--- src/rtl/fpu_host_pkg.sv ---
// -----------------------------------------------------------------------------
// fpu_host_pkg
// Shared definitions for the FPU host driver: register window offsets,
// CTRL/STATUS bit positions, FSM state encoding, the captured command record
// and the CTRL word packer.
// -----------------------------------------------------------------------------
package fpu_host_pkg;

  // Register offsets from BASE_ADDR
  localparam logic [31:0] OFS_CTRL   = 32'h00;
  localparam logic [31:0] OFS_OPA    = 32'h04;
  localparam logic [31:0] OFS_OPB    = 32'h08;
  localparam logic [31:0] OFS_OPC    = 32'h0C;
  localparam logic [31:0] OFS_RESULT = 32'h10;
  localparam logic [31:0] OFS_STATUS = 32'h14;

  // CTRL word bit positions
  localparam int CTRL_EN       = 0;
  localparam int CTRL_INT_EN   = 1;
  localparam int CTRL_RST      = 2;
  localparam int CTRL_DOORBELL = 3;
  localparam int CTRL_FMT_LSB  = 4;
  localparam int CTRL_OP_LSB   = 6;
  localparam int CTRL_FUSED    = 8;
  localparam int CTRL_SIMD     = 9;
  localparam int CTRL_NOOP_LSB = 10;

  // STATUS word bit positions (bit0 is the doorbell echo, not used here)
  localparam int STAT_READY     = 1;
  localparam int STAT_FLAGS_LSB = 2;

  typedef enum logic [3:0] {
    ST_IDLE,
    ST_WR_A,
    ST_WR_B,
    ST_WR_C,
    ST_WR_CTRL,
    ST_WAIT_IRQ,
    ST_RD_STAT,
    ST_CHK_STAT,
    ST_RD_RES,
    ST_CAP_RES,
    ST_WR_CLR,
    ST_RESP
  } state_t;

  typedef struct packed {
    logic [1:0]  format;
    logic [1:0]  operation;
    logic        fused;
    logic        simd;
    logic [2:0]  simd_no_op;
    logic [31:0] op_a;
    logic [31:0] op_b;
    logic [31:0] op_c;
  } cmd_t;

  // en is always set; the FPU soft-reset bit is never driven by this block.
  function automatic logic [31:0] pack_ctrl(input cmd_t c, input logic int_en,
                                            input logic doorbell);
    logic [31:0] w;
    w = '0;
    w[CTRL_EN]                = 1'b1;
    w[CTRL_INT_EN]            = int_en;
    w[CTRL_RST]               = 1'b0;
    w[CTRL_DOORBELL]          = doorbell;
    w[CTRL_FMT_LSB +: 2]      = c.format;
    w[CTRL_OP_LSB +: 2]       = c.operation;
    w[CTRL_FUSED]             = c.fused;
    w[CTRL_SIMD]              = c.simd;
    w[CTRL_NOOP_LSB +: 3]     = c.simd_no_op;
    return w;
  endfunction

endpackage

--- src/rtl/fpu_host_driver_if.sv ---
// -----------------------------------------------------------------------------
// fpu_host_driver_if
// Bundles the client command/response channel and the FPU software register
// port seen by the host driver.
//   master : driver view (accepts commands, issues register strobes)
//   slave  : environment view (client + FPU register port)
// -----------------------------------------------------------------------------
interface fpu_host_driver_if;
  // client command channel
  logic        cmd_valid;
  logic        cmd_ready;
  logic [1:0]  cmd_format;
  logic [1:0]  cmd_operation;
  logic        cmd_fused;
  logic        cmd_simd;
  logic [2:0]  cmd_simd_no_op;
  logic [31:0] cmd_operand_a;
  logic [31:0] cmd_operand_b;
  logic [31:0] cmd_operand_c;
  // client response channel
  logic        rsp_valid;
  logic        rsp_ready;
  logic [31:0] rsp_result;
  logic [3:0]  rsp_flags;
  logic        rsp_timeout;
  // FPU software register port
  logic [31:0] sw_address;
  logic        sw_read_en;
  logic        sw_write_en;
  logic [31:0] sw_datain;
  logic [31:0] sw_dataout;
  logic        fpu_interrupt;

  modport master (
    input  cmd_valid, cmd_format, cmd_operation, cmd_fused, cmd_simd,
           cmd_simd_no_op, cmd_operand_a, cmd_operand_b, cmd_operand_c,
           rsp_ready, sw_dataout, fpu_interrupt,
    output cmd_ready, rsp_valid, rsp_result, rsp_flags, rsp_timeout,
           sw_address, sw_read_en, sw_write_en, sw_datain
  );

  modport slave (
    output cmd_valid, cmd_format, cmd_operation, cmd_fused, cmd_simd,
           cmd_simd_no_op, cmd_operand_a, cmd_operand_b, cmd_operand_c,
           rsp_ready, sw_dataout, fpu_interrupt,
    input  cmd_ready, rsp_valid, rsp_result, rsp_flags, rsp_timeout,
           sw_address, sw_read_en, sw_write_en, sw_datain
  );
endinterface

--- src/rtl/fpu_host_poll_timer.sv ---
// -----------------------------------------------------------------------------
// fpu_host_poll_timer
// Counts status polls / interrupt-wait cycles for one command.
//   clk, reset : clock, async active-high reset
//   i_clr      : restart count at zero (on command accept)
//   i_inc      : count one poll / wait cycle
//   o_tc       : count has reached LIMIT-1 (last allowed poll)
// -----------------------------------------------------------------------------
module fpu_host_poll_timer #(
  parameter int LIMIT = 1024
) (
  input  logic clk,
  input  logic reset,
  input  logic i_clr,
  input  logic i_inc,
  output logic o_tc
);

  localparam int CW = (LIMIT > 1) ? $clog2(LIMIT) : 1;

  logic [CW-1:0] r_cnt;

  always_ff @(posedge clk or posedge reset) begin
    if (reset) begin
      r_cnt <= '0;
    end else if (i_clr) begin
      r_cnt <= '0;
    end else if (i_inc && !o_tc) begin
      r_cnt <= r_cnt + 1'b1;
    end
  end

  assign o_tc = (r_cnt == CW'(LIMIT - 1));

endmodule

--- src/rtl/fpu_host_driver.sv ---
// -----------------------------------------------------------------------------
// fpu_host_driver
// Runs one FPU operation per accepted client command over the FPU software
// register port: operand writes, doorbell, completion wait (status polling or
// interrupt), result/flags read, doorbell clear, client response.
//   clk, reset : clock, async active-high reset
//   bus        : command/response channel and sw_* register port (master)
// Parameters: BASE_ADDR (register window), POLL_TIMEOUT (poll/wait limit),
//   USE_IRQ (wait for fpu_interrupt instead of polling).
// -----------------------------------------------------------------------------
module fpu_host_driver
  import fpu_host_pkg::*;
#(
  parameter logic [31:0] BASE_ADDR    = 32'h0000_0000,
  parameter int          POLL_TIMEOUT = 1024,
  parameter bit          USE_IRQ      = 1'b0
) (
  input logic              clk,
  input logic              reset,
  fpu_host_driver_if.master bus
);

  state_t      r_state;
  state_t      w_next;
  cmd_t        r_cmd;
  logic [31:0] r_result;
  logic [3:0]  r_flags;
  logic        r_timeout;

  logic        w_accept;
  logic        w_tmr_clr;
  logic        w_tmr_inc;
  logic        w_tc;
  logic        w_cap_flags;
  logic        w_cap_res;
  logic        w_set_timeout;
  logic        w_stat_ready;
  logic        w_unused_stat;

  assign w_stat_ready  = bus.sw_dataout[STAT_READY];
  assign w_unused_stat = ^{bus.sw_dataout[31:6], bus.sw_dataout[0]};

  fpu_host_poll_timer #(.LIMIT(POLL_TIMEOUT)) u_timer (
    .clk   (clk),
    .reset (reset),
    .i_clr (w_tmr_clr),
    .i_inc (w_tmr_inc),
    .o_tc  (w_tc)
  );

  always_ff @(posedge clk or posedge reset) begin
    if (reset) begin
      r_state   <= ST_IDLE;
      r_cmd     <= '0;
      r_result  <= '0;
      r_flags   <= '0;
      r_timeout <= 1'b0;
    end else begin
      r_state <= w_next;
      if (w_accept) begin
        r_cmd.format     <= bus.cmd_format;
        r_cmd.operation  <= bus.cmd_operation;
        r_cmd.fused      <= bus.cmd_fused;
        r_cmd.simd       <= bus.cmd_simd;
        r_cmd.simd_no_op <= bus.cmd_simd_no_op;
        r_cmd.op_a       <= bus.cmd_operand_a;
        r_cmd.op_b       <= bus.cmd_operand_b;
        r_cmd.op_c       <= bus.cmd_operand_c;
        r_result         <= '0;
        r_flags          <= '0;
        r_timeout        <= 1'b0;
      end
      if (w_cap_flags) r_flags <= bus.sw_dataout[STAT_FLAGS_LSB +: 4];
      if (w_cap_res)   r_result <= bus.sw_dataout;
      if (w_set_timeout) begin
        r_timeout <= 1'b1;
        r_result  <= '0;
        r_flags   <= '0;
      end
    end
  end

  always_comb begin
    w_next          = r_state;
    w_accept        = 1'b0;
    w_tmr_clr       = 1'b0;
    w_tmr_inc       = 1'b0;
    w_cap_flags     = 1'b0;
    w_cap_res       = 1'b0;
    w_set_timeout   = 1'b0;
    bus.cmd_ready   = 1'b0;
    bus.rsp_valid   = 1'b0;
    bus.sw_address  = '0;
    bus.sw_read_en  = 1'b0;
    bus.sw_write_en = 1'b0;
    bus.sw_datain   = '0;

    unique case (r_state)
      ST_IDLE: begin
        bus.cmd_ready = 1'b1;
        if (bus.cmd_valid) begin
          w_accept  = 1'b1;
          w_tmr_clr = 1'b1;
          w_next    = ST_WR_A;
        end
      end
      ST_WR_A: begin
        bus.sw_write_en = 1'b1;
        bus.sw_address  = BASE_ADDR + OFS_OPA;
        bus.sw_datain   = r_cmd.op_a;
        w_next          = ST_WR_B;
      end
      ST_WR_B: begin
        bus.sw_write_en = 1'b1;
        bus.sw_address  = BASE_ADDR + OFS_OPB;
        bus.sw_datain   = r_cmd.op_b;
        w_next          = r_cmd.fused ? ST_WR_C : ST_WR_CTRL;
      end
      ST_WR_C: begin
        bus.sw_write_en = 1'b1;
        bus.sw_address  = BASE_ADDR + OFS_OPC;
        bus.sw_datain   = r_cmd.op_c;
        w_next          = ST_WR_CTRL;
      end
      ST_WR_CTRL: begin
        bus.sw_write_en = 1'b1;
        bus.sw_address  = BASE_ADDR + OFS_CTRL;
        bus.sw_datain   = pack_ctrl(r_cmd, USE_IRQ, 1'b1);
        w_next          = USE_IRQ ? ST_WAIT_IRQ : ST_RD_STAT;
      end
      ST_WAIT_IRQ: begin
        // Same counter as polling: one tick per cycle spent waiting.
        if (bus.fpu_interrupt) begin
          w_next = ST_RD_STAT;
        end else if (w_tc) begin
          w_set_timeout = 1'b1;
          w_next        = ST_WR_CLR;
        end else begin
          w_tmr_inc = 1'b1;
        end
      end
      ST_RD_STAT: begin
        bus.sw_read_en = 1'b1;
        bus.sw_address = BASE_ADDR + OFS_STATUS;
        w_next         = ST_CHK_STAT;
      end
      ST_CHK_STAT: begin
        // Read data for the STATUS strobe is on sw_dataout this cycle.
        if (USE_IRQ || w_stat_ready) begin
          w_cap_flags = 1'b1;
          w_next      = ST_RD_RES;
        end else if (w_tc) begin
          w_set_timeout = 1'b1;
          w_next        = ST_WR_CLR;
        end else begin
          w_tmr_inc = 1'b1;
          w_next    = ST_RD_STAT;
        end
      end
      ST_RD_RES: begin
        bus.sw_read_en = 1'b1;
        bus.sw_address = BASE_ADDR + OFS_RESULT;
        w_next         = ST_CAP_RES;
      end
      ST_CAP_RES: begin
        w_cap_res = 1'b1;
        w_next    = ST_WR_CLR;
      end
      ST_WR_CLR: begin
        bus.sw_write_en = 1'b1;
        bus.sw_address  = BASE_ADDR + OFS_CTRL;
        bus.sw_datain   = pack_ctrl(r_cmd, USE_IRQ, 1'b0);
        w_next          = ST_RESP;
      end
      ST_RESP: begin
        bus.rsp_valid = 1'b1;
        if (bus.rsp_ready) w_next = ST_IDLE;
      end
      default: w_next = ST_IDLE;
    endcase
  end

  assign bus.rsp_result  = r_result;
  assign bus.rsp_flags   = r_flags;
  assign bus.rsp_timeout = r_timeout;

endmodule

--- src/flat_wrapper.sv ---
// flat-port wrapper written by rule: the top's interface ports become plain ports
module fpu_host_driver_flat import fpu_host_pkg::*;
#(
  parameter logic [31:0] BASE_ADDR    = 32'h0000_0000,
  parameter int          POLL_TIMEOUT = 1024,
  parameter bit          USE_IRQ      = 1'b0
)
  (clk, reset, bus_cmd_valid, bus_cmd_format, bus_cmd_operation, bus_cmd_fused, bus_cmd_simd, bus_cmd_simd_no_op, bus_cmd_operand_a, bus_cmd_operand_b, bus_cmd_operand_c, bus_rsp_ready, bus_sw_dataout, bus_fpu_interrupt, bus_cmd_ready, bus_rsp_valid, bus_rsp_result, bus_rsp_flags, bus_rsp_timeout, bus_sw_address, bus_sw_read_en, bus_sw_write_en, bus_sw_datain);
  fpu_host_driver_if bus_i ();
  input logic clk;
  input logic reset;
  input wire logic [$bits(bus_i.cmd_valid)-1:0] bus_cmd_valid;
  input wire logic [$bits(bus_i.cmd_format)-1:0] bus_cmd_format;
  input wire logic [$bits(bus_i.cmd_operation)-1:0] bus_cmd_operation;
  input wire logic [$bits(bus_i.cmd_fused)-1:0] bus_cmd_fused;
  input wire logic [$bits(bus_i.cmd_simd)-1:0] bus_cmd_simd;
  input wire logic [$bits(bus_i.cmd_simd_no_op)-1:0] bus_cmd_simd_no_op;
  input wire logic [$bits(bus_i.cmd_operand_a)-1:0] bus_cmd_operand_a;
  input wire logic [$bits(bus_i.cmd_operand_b)-1:0] bus_cmd_operand_b;
  input wire logic [$bits(bus_i.cmd_operand_c)-1:0] bus_cmd_operand_c;
  input wire logic [$bits(bus_i.rsp_ready)-1:0] bus_rsp_ready;
  input wire logic [$bits(bus_i.sw_dataout)-1:0] bus_sw_dataout;
  input wire logic [$bits(bus_i.fpu_interrupt)-1:0] bus_fpu_interrupt;
  output wire logic [$bits(bus_i.cmd_ready)-1:0] bus_cmd_ready;
  output wire logic [$bits(bus_i.rsp_valid)-1:0] bus_rsp_valid;
  output wire logic [$bits(bus_i.rsp_result)-1:0] bus_rsp_result;
  output wire logic [$bits(bus_i.rsp_flags)-1:0] bus_rsp_flags;
  output wire logic [$bits(bus_i.rsp_timeout)-1:0] bus_rsp_timeout;
  output wire logic [$bits(bus_i.sw_address)-1:0] bus_sw_address;
  output wire logic [$bits(bus_i.sw_read_en)-1:0] bus_sw_read_en;
  output wire logic [$bits(bus_i.sw_write_en)-1:0] bus_sw_write_en;
  output wire logic [$bits(bus_i.sw_datain)-1:0] bus_sw_datain;
  assign bus_i.cmd_valid = bus_cmd_valid;
  assign bus_i.cmd_format = bus_cmd_format;
  assign bus_i.cmd_operation = bus_cmd_operation;
  assign bus_i.cmd_fused = bus_cmd_fused;
  assign bus_i.cmd_simd = bus_cmd_simd;
  assign bus_i.cmd_simd_no_op = bus_cmd_simd_no_op;
  assign bus_i.cmd_operand_a = bus_cmd_operand_a;
  assign bus_i.cmd_operand_b = bus_cmd_operand_b;
  assign bus_i.cmd_operand_c = bus_cmd_operand_c;
  assign bus_i.rsp_ready = bus_rsp_ready;
  assign bus_i.sw_dataout = bus_sw_dataout;
  assign bus_i.fpu_interrupt = bus_fpu_interrupt;
  assign bus_cmd_ready = bus_i.cmd_ready;
  assign bus_rsp_valid = bus_i.rsp_valid;
  assign bus_rsp_result = bus_i.rsp_result;
  assign bus_rsp_flags = bus_i.rsp_flags;
  assign bus_rsp_timeout = bus_i.rsp_timeout;
  assign bus_sw_address = bus_i.sw_address;
  assign bus_sw_read_en = bus_i.sw_read_en;
  assign bus_sw_write_en = bus_i.sw_write_en;
  assign bus_sw_datain = bus_i.sw_datain;
  fpu_host_driver #(.BASE_ADDR(BASE_ADDR), .POLL_TIMEOUT(POLL_TIMEOUT), .USE_IRQ(USE_IRQ)) u_core (.clk(clk), .reset(reset), .bus(bus_i));
endmodule
--- config.mk ---
export PLATFORM = sky130hd
export DESIGN_NAME = fpu_host_driver_flat
export DESIGN_NICKNAME = d
export VERILOG_FILES = /design/src/rtl/fpu_host_pkg.sv /design/src/rtl/fpu_host_driver_if.sv /design/src/rtl/fpu_host_poll_timer.sv /design/src/rtl/fpu_host_driver.sv /design/src/flat_wrapper.sv
export SDC_FILE = /design/constraint.sdc
export NUM_CORES = 1
export LEC_CHECK = 0
export CAP_MARGIN = 20
export CORE_ASPECT_RATIO = 1.25
export CORE_MARGIN = 4
export CORE_UTILIZATION = 40
export DETAILED_ROUTE_END_ITERATION = 12
export PLACE_DENSITY = 0.72
export RECOVER_POWER = 50
export SLEW_MARGIN = 20
export SYNTH_ARGS = -nofsm -noshare
export SYNTH_HDL_FRONTEND = slang
export SYNTH_SLANG_ARGS = --single-unit
--- constraint.sdc ---
create_clock -name clk -period 8.2 [get_ports clk]
set_input_delay 2.46 -clock clk [delete_from_list [all_inputs] [get_ports clk]]
set_output_delay 2.46 -clock clk [all_outputs]
set_load 0.1 [all_outputs]
==> flow_summary.json, run 1 <==
{
  "path_max_fanout": 31,
  "first_pass_iters": 7,
  "core_um2": 17400,
  "grtUsageTotal": 0.193,
  "p_total_mw": 4.36,
  "synth_cell_types": 52,
  "synthAdderAreaFrac": 0.00177,
  "clock-sinks": 156,
  "synth_top_area_cell": "dfrtp_1",
  "wl_um": 19200,
  "failed_checks": "capacitance limit, slew limit",
  "synthSimpleGateAreaFrac": 0.209,
  "synth-edff-count": 0,
  "synthArstFlopShare": 1.00,
  "place_hpwl_um": 13100,
  "max-clock-path-buffers": 2,
  "hold_class": "flip-flop to flip-flop",
  "fin_nets": 1101,
  "synth_top_family_by_area": "simple AND/OR/NAND/NOR gates",
  "start_util": 0.406,
  "p_leak_nw": 4.76,
  "synth-compound-area-share": 0.149,
  "status": "complete, but fails checks",
  "grt_pass1_wl_um": 30900,
  "num-fill-cells": 1620,
  "tightest_slew_ns": 2.89,
  "tns_ns": 0,
  "yosysMostFrequentCell": "nand2_1",
  "rsz0062_at_grt": "no",
  "diodes": 0,
  "seqCellArea_um2": 3900,
  "setup_viol_count_final": 0,
  "root_buffer": "clkbuf_16",
  "worst_slew_margin_rel": -0.926,
  "synth_top_area_share": 0.552,
  "whs_ns": 0.475,
  "vias": 6061,
  "fin_ws_ns": 2.17,
  "multiInputGateArea_um2": 2670,
  "drive_above_1_share": 0.0525,
  "grt_overflow": 0,
  "postCtsHoldBufs": 0,
  "skew_ns": 0.00752,
  "synth_area_per_cell_um2": 9.25,
  "yosysSeqAreaShare": 0.552,
  "cts_tree": "built",
  "timing_worst_setup_path_type": "flip-flop to output port",
  "power.density_nw_per_um2": 443,
  "cp-start-kind": "flip-flop",
  "cts_resized": 0,
  "wl_per_cell_um": 16.1,
  "r2r_setup_slack_ns": 3.63,
  "grt_pass1_vias": 5966,
  "cts_setup_buffers": 0,
  "finalInstanceArea_um2": 9830,
  "synth_cells": 765,
  "top_level_ports": 247,
  "cp-end-kind": "output port",
  "final_util": 0.564,
  "synth_flop_cell": "dfrtp_1",
  "clock_latency_ns": 0.41,
  "max-vdd-ir-drop_uv": 284,
  "drc": 0,
  "ctsHtreeMaxLevel": 4,
  "grt_max_degree": 110,
  "min_period_ns": 6.03,
  "synthMuxAreaShare": 0.00283,
  "maxCapViolCount": 1,
  "worstPathRequired_ns": 5.74,
  "syn_area_um2": 7080,
  "gp_congestion": 0.879,
  "drv_slew": 60,
  "crit_arrival_ns": 3.57,
  "ant_nets": 0,
  "cts_buffers": 17,
  "max_freq_ghz": 0.166,
  "via_per_inst": 5.07,
  "hold_violations": 0,
  "port_buffers": 217,
  "synth-seq-cells": 156,
  "rows": 54,
  "die-area_um2": 19900,
  "instances_no_fill": 1195,
  "post-place-ws_ns": 2.59,
  "drt_iter0_drc": 508,
  "path_clk_slew_ns": 0.06,
  "synthXorXnorAreaFrac": 0,
  "yosys_warnings": 0,
  "fin_crit_sh": 0.736,
  "die_w_um": 127,
  "ys_top_cells_by_count": "307 x nand2_1, 156 x dfrtp_1, 37 x inv_1, 36 x a22o_1",
  "place_inst": 1163,
  "ys_top_cells_by_area": "dfrtp_1 55%, nand2_1 16%, a22o_1 4.5%",
  "die_y_um": 157,
  "area_growth_pct": 39.0,
  "placed_area_um2": 9250,
  "antenna_found_initial": 1
}
[cell families after synthesis]
kind of cell / after synthesis
AOI/OAI and AO/OA: 131
DFF: 156
adders and majority gates: 1
buffers and inverters: 116
muxes: 2
and+or+nand+nor: 358
other: 1
[registers in the layout, indices dropped and copies added (netlist names)]
register                cells
u_core.r_state              4
u_core.u_timer.r_cnt       10
u_core.bus.rsp_result      32
u_core.bus.rsp_timeout      1
u_core.r_cmd              105
u_core.bus.rsp_flags        4
[worst paths after layout]
| path | start | depth (start not counted) | endpoint |
|---|---|---|---|
| max | u_core.r_state[0]$_DFFE_PP0P_ | 6 | bus_sw_datain[7] |
| min | u_core.r_cmd[80]$_DFFE_PP0P_ | 2 | u_core.r_cmd[80]$_DFFE_PP0P_ |
| max reg2reg | u_core.r_state[0]$_DFFE_PP0P_ | 5 | u_core.r_cmd[87]$_DFFE_PP0P_ |
| min reg2reg | u_core.r_cmd[80]$_DFFE_PP0P_ | 2 | u_core.r_cmd[80]$_DFFE_PP0P_ |
| max in group asynchronous | reset | 3 | u_core.r_cmd[27]$_DFFE_PP0P_ |
| min in group asynchronous | reset | 2 | u_core.bus.rsp_result[0]$_DFFE_PP0P_ |
[cells in the final DEF (no fill, tap or decap), types with 3 or more instances in the layout]
cell type        count
a21oi_1             11
a222oi_1            31
a22o_1              36
dlygate4sd3_1        3
clkdlybuf4s50_1    214
nand4_1              3
bufinv_16            3
nor3_2               3
nand2_1            306
o31ai_1              5
nor2_1               8
nand3_1              7
dfrtp_1            156
o21ai_0             21
or4_1                4
nand2b_1             5
clkbuf_16           17
conb_1              29
clkinv_4             4
buf_4                7
inv_1               36
clkinv_2             4
o21ai_1              8
[cell type report]
cell class / instances / area share
multi-input combinational: 521 / 0.271
clock buffer: 18 / 0.0447
inverter: 37 / 0.0149
timing repair buffer: 225 / 0.227
tap: 224 / 0.0285
clock inverter: 14 / 0.0172
sequential: 156 / 0.397
[worst max-delay path, stage by stage (launching register included)]
cell,delay (ns)
dfrtp_1,0.80
nand2_1,0.32
nor3_2,0.18
buf_4,0.38
a222oi_1,0.17
o21ai_0,0.12
clkdlybuf4s50_1,1.18
[power by group]
group | switching (mW) | internal [mW] | total, mW
registers | 0.210 | 1.06 | 1.27
clock network | 0.314 | 0.488 | 0.801
logic | 1.69 | 0.591 | 2.28
total | 2.22 | 2.14 | 4.36
[layer usage]
metal / vias to the layer above / global-route usage / wire [um] / part of all wire
met5: - / 0 / 13 / 0.00068
met4: 2 / 0.0649 / 369 / 0.019
met3: 30 / 0.0574 / 1630 / 0.085
met2: 251 / 0.318 / 9190 / 0.48
met1: 2872 / 0.245 / 8040 / 0.42
li1: 2906 / - / - / -
No activity file was read; power rests on OpenSTA's default activity.
==> run 2, diff against run 1 <==
--- a/config.mk
+++ b/config.mk
@@ -10,7 +10,7 @@
 export CORE_MARGIN = 4
 export CORE_UTILIZATION = 40
 export DETAILED_ROUTE_END_ITERATION = 12
-export PLACE_DENSITY = 0.72
+export PLACE_DENSITY = 0.75
 export RECOVER_POWER = 50
 export SLEW_MARGIN = 20
 export SYNTH_ARGS = -nofsm -noshare
==> constraint.sdc (replaced) <==
create_clock -name clk -period 5.42 [get_ports clk]
set_input_delay 1.626 -clock clk [delete_from_list [all_inputs] [get_ports clk]]
set_output_delay 1.626 -clock clk [all_outputs]
set_load 0.1 [all_outputs]
==> run 2 against run 1 <==
Effect of this change: the flow still finishes with violations (capacitance limit, slew limit); sequential share of layout area decreased by 0.25 points; setup slack got worse by 1.3 ns; sequential power increased by 51%; final area increased by 0.62%; register-to-register slack got worse by 1.9 ns; total power increased by 53%; count of clock-buffer cells in the layout increased by 1; combinational power increased by 58%; highest routed layer is now met4; critical endpoint is now bus_sw_write_en; cell count increased by 0.33%; critical path depth decreased by 1; via count decreased by 0.20%.
==> flow_summary.json, run 2 (synthesized netlist as in run 1, its figures left out) <==
{
  "status": "complete, but fails checks",
  "failed_checks": "capacitance limit, slew limit",
  "placed_area_um2": 9360,
  "crit_cells": 5,
  "finalInstanceArea_um2": 9900,
  "setup_viol_count_final": 0,
  "hold_class": "flip-flop to flip-flop",
  "grtUsageTotal": 0.195,
  "final_common_cell": "nand2_1",
  "cp-start-kind": "flip-flop",
  "setup.worst_path.end": "bus_sw_write_en",
  "grt_max_degree": 101,
  "clock-sinks": 156,
  "via_per_inst": 5.05,
  "fin_crit_sh": 0.842,
  "first_pass_iters": 5,
  "port_buffers": 217,
  "vias": 6049,
  "cts_setup_buffers": 0,
  "place_hpwl_um": 13500,
  "drt_iter0_drc": 481,
  "rows": 54,
  "power.density_nw_per_um2": 675,
  "ant_nets": 0,
  "core_um2": 17400,
  "largest_reg_flops": 105,
  "wl_um": 19700,
  "top_register": "u_core.r_cmd",
  "crit_start": "u_core.r_state[2]$_DFFE_PP0P_",
  "top_level_ports": 247,
  "path_delay_family": "buffers and inverters",
  "cts_tree": "built",
  "min_period_ns": 4.56,
  "ctsHtreeMaxLevel": 4,
  "grt_pass1_wl_um": 30800,
  "drive_above_1_share": 0.0874,
  "hold_violations": 0,
  "reg2regPathDepth": 5,
  "skew_ns": 0.00914,
  "r2r_setup_slack_ns": 1.74,
  "cp-end-kind": "output port",
  "path_buf_inv": 1,
  "fin_ws_ns": 0.857,
  "start_util": 0.406,
  "antenna_found_initial": 2,
  "tns_ns": 0,
  "grt_pass1_vias": 5969,
  "drc": 0,
  "path_cells": "and2b_2, nand2_1, o21ai_0, o21a_1, clkdlybuf4s50_1",
  "cts_buffers": 17,
  "gp_congestion": 0.884,
  "timing.rr.end": "u_core.u_timer.r_cnt[9]$_DFFE_PP0P_",
  "p_leak_nw": 4.83,
  "post-place-ws_ns": 1.31,
  "postCtsHoldBufs": 0,
  "die_w_um": 127,
  "crit_slowest_cell": "clkdlybuf4s50_1",
  "max-vdd-ir-drop_uv": 367,
  "cts_resized": 0,
  "r2r-start": "u_core.r_state[0]$_DFFE_PP0P_",
  "tightest_slew_ns": 1.83,
  "max_freq_ghz": 0.219,
  "clock_latency_ns": 0.42,
  "path_clk_slew_ns": 0.06,
  "max-clock-path-buffers": 2,
  "wl_per_cell_um": 16.5,
  "worst_slew_margin_rel": -0.227,
  "fin_nets": 1103,
  "path_max_fanout": 23,
  "crit_arrival_ns": 2.94,
  "area_growth_pct": 39.9,
  "slowest_delay_ns": 1.14,
  "hp-start": "u_core.r_cmd[10]$_DFFE_PP0P_",
  "maxCapViolCount": 3,
  "timing_worst_setup_path_type": "flip-flop to output port",
  "rsz0062_at_grt": "no",
  "drv_slew": 125,
  "root_buffer": "clkbuf_16",
  "die-area_um2": 19900,
  "layout_common_cells": "307 x nand2_1, 183 x clkdlybuf4s50_1, 156 x dfrtp_1",
  "die_y_um": 157,
  "worstPathRequired_ns": 3.79,
  "grt_overflow": 0
}
[run 2: area by class of cell]
cell class	count	area, um^2
fill	1580	7540
multi-input combinational	521	2660
antenna	2	5.00
timing repair buffer	227	2320
inverter	37	140
sequential	156	3900
tap	224	280
clock buffer	19	453
clock inverter	13	131
[run 2: where the power goes]
group | switching [mW] | leakage (nW) | internal (mW)
logic | 2.61 | 2.55 | 0.987
registers | 0.308 | 2.01 | 1.61
clock network | 0.504 | 0.272 | 0.667
total | 3.42 | 4.83 | 3.26
[run 2: worst min path at each step]
| stage | to | slack (ns) | cells past startpoint |
|---|---|---|---|
| final | u_core.r_cmd[10]$_DFFE_PP0P_ | 0.47 | 2 |
| after global routing | u_core.r_cmd[75]$_DFFE_PP0P_ | 0.50 | 2 |
| after CTS | u_core.r_cmd[91]$_DFFE_PP0P_ | 0.48 | 2 |
| after detailed placement | u_core.r_cmd[44]$_DFFE_PP0P_ | 0.46 | 2 |
| after global placement | u_core.r_cmd[61]$_DFFE_PP0P_ | 0.46 | 2 |
| after floorplan | u_core.r_cmd[3]$_DFFE_PP0P_ | 0.44 | 2 |
[run 2: worst reg2reg max path, cell delays in order, from the launching register on]
cell,delay (ns)
dfrtp_1,0.81
nor4_2,0.14
nand2_1,1.11
clkbuf_2,1.06
o311ai_0,0.34
o41ai_1,0.12
[run 2: metrics by stage]
step | power [mW] | utilization | hold slack [ns] | cells
after floorplan | 4.60 | - | 0.438 | 793
after global placement | 5.52 | 0.537 | 0.457 | 1164
after detailed placement | 5.56 | 0.537 | 0.461 | 1164
after CTS | 6.76 | 0.570 | 0.479 | 1196
after global routing | 7.03 | 0.568 | 0.496 | 1199
final | 6.68 | 0.568 | 0.474 | 1199
[run 2: per-layer routing]
metal	vias up	track usage	routed length, um
met2	240	0.333	9780
met5	-	0	0
met4	0	0.0577	338
li1	2919	-	-
met3	22	0.0615	1690
met1	2868	0.238	7940
==> run 3, diff against run 2 <==
==> constraint.sdc (replaced) <==
create_clock -name clk -period 4.11 [get_ports clk]
set_input_delay 1.233 -clock clk [delete_from_list [all_inputs] [get_ports clk]]
set_output_delay 1.233 -clock clk [all_outputs]
set_load 0.1 [all_outputs]
==> run 3 against run 2 <==
Effect of this change: the run still ends with capacitance limit, slew limit left; routed wire length rose by 2.4%; final area up 2.8%; critical path depth increased by 1; register-to-register slack worse by 1.3 ns; count of clock-buffer cells in the layout is 1 lower; sequential cell count unchanged; total power grew 38%.
==> flow_summary.json, run 3 (synthesized netlist as in run 1, its figures left out) <==
{
  "hold_violations": 0,
  "vias": 6108,
  "first_pass_iters": 8,
  "whs_path_depth": 2,
  "grt_overflow": 0,
  "gp_congestion": 0.880,
  "path_clk_slew_ns": 0.06,
  "port_buffers": 217,
  "cts_tree": "built",
  "cp-end-kind": "output port",
  "drv_slew": 188,
  "top_usage_layer": "met2",
  "power.density_nw_per_um2": 906,
  "ctsHtreeMaxLevel": 4,
  "die_y_um": 157,
  "cts_setup_buffers": 0,
  "max_freq_ghz": 0.256,
  "postCtsHoldBufs": 0,
  "top_level_ports": 247,
  "die-area_um2": 19900,
  "area_growth_pct": 43.8,
  "place_inst": 1167,
  "max-vdd-ir-drop_uv": 609,
  "crit_arrival_ns": 2.67,
  "root_buffer": "clkbuf_16",
  "power_frac_seq": 0.271,
  "core_um2": 17400,
  "wl_um": 20200,
  "failed_checks": "capacitance limit, slew limit",
  "path_max_fanout": 22,
  "r2r_setup_slack_ns": 0.45,
  "final_common_cell": "nand2_1",
  "min_period_ns": 3.91,
  "r2r-start": "u_core.r_state[0]$_DFFE_PP0P_",
  "worst_slew_margin_rel": -0.456,
  "grt_util_met2": 0.328,
  "top_register": "u_core.r_cmd",
  "p_total_mw": 9.22,
  "grt_pass1_wl_um": 31700,
  "grt_max_degree": 157,
  "cts_buffers": 17,
  "antenna_found_initial": 2,
  "place_hpwl_um": 13700,
  "skew_ns": 0.00641,
  "timing.rr.end": "u_core.r_cmd[18]$_DFFE_PP0P_",
  "wl_per_cell_um": 16.8,
  "met3_usage": 0.0659,
  "maxCapViolCount": 2,
  "layout_common_cells": "306 x nand2_1, 174 x clkdlybuf4s50_1, 156 x dfrtp_1",
  "cts_resized": 0,
  "status": "complete, but fails checks",
  "drt_iter0_drc": 559,
  "instances_no_fill": 1201,
  "reg2regPathDepth": 6,
  "clock-sinks": 156,
  "timing_worst_setup_path_type": "flip-flop to output port",
  "internal-power_mw": 4.65,
  "drive_above_1_share": 0.0974,
  "tns_ns": 0,
  "finalInstanceArea_um2": 10200,
  "rsz0062_at_grt": "no",
  "fin_crit_sh": 0.951,
  "grtUsageMet1": 0.246,
  "hold_class": "flip-flop to flip-flop",
  "swShare": 0.495,
  "num-fill-cells": 1508,
  "fin_nets": 1105,
  "worstHoldEndpoint": "u_core.r_cmd[3]$_DFFE_PP0P_",
  "hp-start": "u_core.r_cmd[3]$_DFFE_PP0P_",
  "p_leak_nw": 4.93,
  "worstPathRequired_ns": 2.88,
  "clock_latency_ns": 0.42,
  "die_w_um": 127,
  "largest_reg_flops": 105,
  "max-clock-path-buffers": 2,
  "drc": 0,
  "clockPowerShare": 0.175,
  "placed_area_um2": 9620,
  "grt_pass1_vias": 6124,
  "setup_viol_count_final": 0,
  "ant_nets": 0,
  "power_switching_mw": 4.57,
  "cp-start-kind": "flip-flop",
  "via_per_inst": 5.09,
  "start_util": 0.406,
  "comb_power_share": 0.554,
  "rows": 54,
  "grtUsageTotal": 0.201,
  "tightest_slew_ns": 2.18
}
-- run 3: cell types whose count changed in the layout (fill, tap and decap cells not counted), sizes merged --
cell / delta
clkinvlp: -1
clkdlybuf4s50: -9
buf: +10
inv: -5
bufinv: +2
dlygate4sd3: +1
clkinv: +5
clkbuf: -1
-- run 3: worst max path at each step --
stage | startpoint | to | slack, ns | depth (start not counted)
after floorplan | u_core.r_state[2]$_DFFE_PP0P_ | bus_sw_address[2] | 0.39 | 4
after global placement | u_core.r_state[3]$_DFFE_PP0P_ | bus_sw_datain[0] | 0.76 | 6
after detailed placement | u_core.r_state[3]$_DFFE_PP0P_ | bus_sw_datain[0] | 0.67 | 6
after CTS | u_core.r_state[3]$_DFFE_PP0P_ | bus_sw_datain[0] | 0.18 | 6
after global routing | u_core.r_state[0]$_DFFE_PP0P_ | u_core.r_cmd[18]$_DFFE_PP0P_ | 0.04 | 6
final | u_core.r_state[3]$_DFFE_PP0P_ | bus_sw_datain[27] | 0.20 | 6
-- run 3: power groups by stage --
| stage | registers [mW] | clock network, mW | logic (mW) |
|---|---|---|---|
| 2_1_floorplan | 2.99 | 0 | 3.08 |
| 3_3_place_gp | 2.53 | 0 | 5.09 |
| 3_5_place_dp | 2.51 | 0 | 5.16 |
| 4_1_cts | 2.49 | 1.65 | 5.18 |
| 5_1_grt | 2.56 | 1.71 | 5.40 |
| 6_report | 2.50 | 1.61 | 5.11 |
-- run 3: metal layers --
| metal | share of wire | up-vias | wire (um) |
|---|---|---|---|
| met1 | 0.41 | 2898 | 8210 |
| met3 | 0.093 | 24 | 1880 |
| met4 | 0.022 | 0 | 445 |
| met5 | 0 | - | 0 |
| li1 | - | 2919 | - |
| met2 | 0.48 | 267 | 9670 |
-- run 3: metrics by stage --
stage,setup WS (ns),utilization,hold slack (ns)
6_report,0.202,0.584,0.472
5_1_grt,0.0396,0.584,0.498
4_1_cts,0.182,0.587,0.474
3_5_place_dp,0.666,0.552,0.461
3_3_place_gp,0.757,0.552,0.459
2_1_floorplan,0.387,-,0.438
-- run 3: cell type report --
type / instances / area (um^2) / share of cell area
Inverter: 37 / 143 / 0.0140
Clock inverter: 14 / 170 / 0.0167
Timing Repair Buffer: 229 / 2570 / 0.253
Multi-Input combinational cell: 521 / 2660 / 0.262
Antenna cell: 2 / 5.00 / 0.000492
Sequential cell: 156 / 3900 / 0.384
Clock buffer: 18 / 439 / 0.0432
Tap cell: 224 / 280 / 0.0275
-- run 3: worst max-delay path: stages (launching register included) --
cell and delay [ns]:
dfrtp_1 0.57, or3b_1 0.50, nor2_2 0.48, buf_12 0.25
a222oi_1 0.12, inv_1 0.14, buf_12 0.19
==> RTL edit: new RTL, flow settings as in run 3 <==
`USE_IRQ` is set to 1'b0 in 2 places; all go to 1'b1.
--- a/src/rtl/fpu_host_driver.sv
+++ b/src/rtl/fpu_host_driver.sv
@@ -13,7 +13,7 @@
 #(
   parameter logic [31:0] BASE_ADDR    = 32'h0000_0000,
   parameter int          POLL_TIMEOUT = 1024,
-  parameter bit          USE_IRQ      = 1'b0
+  parameter bit          USE_IRQ      = 1'b1
 ) (
   input logic              clk,
   input logic              reset,
--- a/src/flat_wrapper.sv
+++ b/src/flat_wrapper.sv
@@ -3,7 +3,7 @@
 #(
   parameter logic [31:0] BASE_ADDR    = 32'h0000_0000,
   parameter int          POLL_TIMEOUT = 1024,
-  parameter bit          USE_IRQ      = 1'b0
+  parameter bit          USE_IRQ      = 1'b1
 )
   (clk, reset, bus_cmd_valid, bus_cmd_format, bus_cmd_operation, bus_cmd_fused, bus_cmd_simd, bus_cmd_simd_no_op, bus_cmd_operand_a, bus_cmd_operand_b, bus_cmd_operand_c, bus_rsp_ready, bus_sw_dataout, bus_fpu_interrupt, bus_cmd_ready, bus_rsp_valid, bus_rsp_result, bus_rsp_flags, bus_rsp_timeout, bus_sw_address, bus_sw_read_en, bus_sw_write_en, bus_sw_datain);
   fpu_host_driver_if bus_i ();
Formal check against the unedited RTL: not equivalent (Yosys sat finds a counterexample within 4 cycles, from zero or initial values and one cycle with reset high).
==> RTL edit against run 3 <==
The flow still finishes with violations (capacitance limit, slew limit); routed wire length is 6.7% lower; clock skew is 0.0027 ns higher; register-to-register slack better by 0.85 ns; hold slack hardly changed; sequential cell count stayed put; total power is 1.9% higher; design area is 0.16% lower; setup slack better by 0.045 ns; non-clock buffer count stayed put; global-route usage is 0.87 points lower; area after synthesis is 1.3% lower; critical endpoint is now bus_sw_datain[6]; highest routed layer unchanged.
==> RTL edit: results (changes against run 3) <==
Run status
  – Outcome: complete, but fails checks
  – Failing checks: capacitance limit, slew limit

Pwr
  – Switching portion of total power: 49.0% (-0.52 points)
  – Clock power frac: 18.4% (+0.9 points)

Placement
  – Inst Count DP: 1,155 (-1.0%)
  – Place WS: 0.720 ns (+0.0543 ns)
  – DP HPWL: 13,100 um (-4.2%)

Detailed routing
  – DR iter-0 viols: 434 (-22%)
  – WL final: 18,800 um (-6.7%)
  – Via count: 5,857 (-4.1%)
  – Avg WL per Cell: 15.9 um (-5.6%)

Final layout
  – ClkCell Share: 6.45% (+0.47 points)
  – Fillcell total: 1,467 (-2.7%)
  – Invs w/o clock: 35 (-5.4%)
  – Multi-input combinational cell count: 515 (-1.2%)
  – Antenna diodes: 0 (-2)

Flow run
  – Max_cap viols: 1 (-1)

GRT
  – Overall Global Routing Usage: 19.2% (-0.87 points)
  – First-pass GRT wire length: 30,400 um (-4.2%)
  – Vias in the first global route: 5,815 (-5.0%)
  – Largest net degree at the start of global routing: 74 (-53%)

Synth
  – Cells after Synth: 754 (-1.4%)
  – Synth Area in Compound Gates: 13.1% (-1.8 points)
  – Sequential fraction of the synthesis area: 55.9% (+0.71 points)

Critical path
  – Delay-heaviest family, CP: flip-flops
  – Critical Path Fanout Max: 32 (+45%)

STA
  – Max-slew violation count: 69 (-63%)
  – Worst rel slew slack: -10.7% (+35 points)
-- RTL edit: cell count changes in the layout (fill, tap and decap cells not counted), sizes merged, moves of 4 or more --
cell / delta
nand3: -4
o21ai: -6
o31ai: -4
nand2: +5
nor2: +4
mux2i: +4
-- RTL edit: path summary, 6_finish.rpt --
path                                   start           endpoint  slack [ns]  cells past startpoint
max in group asynchronous              reset   u_core.r_cmd[23]        0.64                      3
hold / removal              u_core.r_cmd[35]   u_core.r_cmd[35]        0.47                      2
hold reg to reg             u_core.r_cmd[35]   u_core.r_cmd[35]        0.47                      2
min in group asynchronous              reset  u_core.r_state[0]        1.41                      2
setup / recovery           u_core.r_state[0]   bus_sw_datain[6]        0.25                      6
setup reg to reg           u_core.r_state[0]   u_core.r_cmd[54]        1.30                      5
-- RTL edit: metal layers --
metal	GRT usage [%]	wire length (um)
met2	31.8	9230
met3	5.75	1320
met4	5.62	258
met1	24.6	8030
met5	0	0
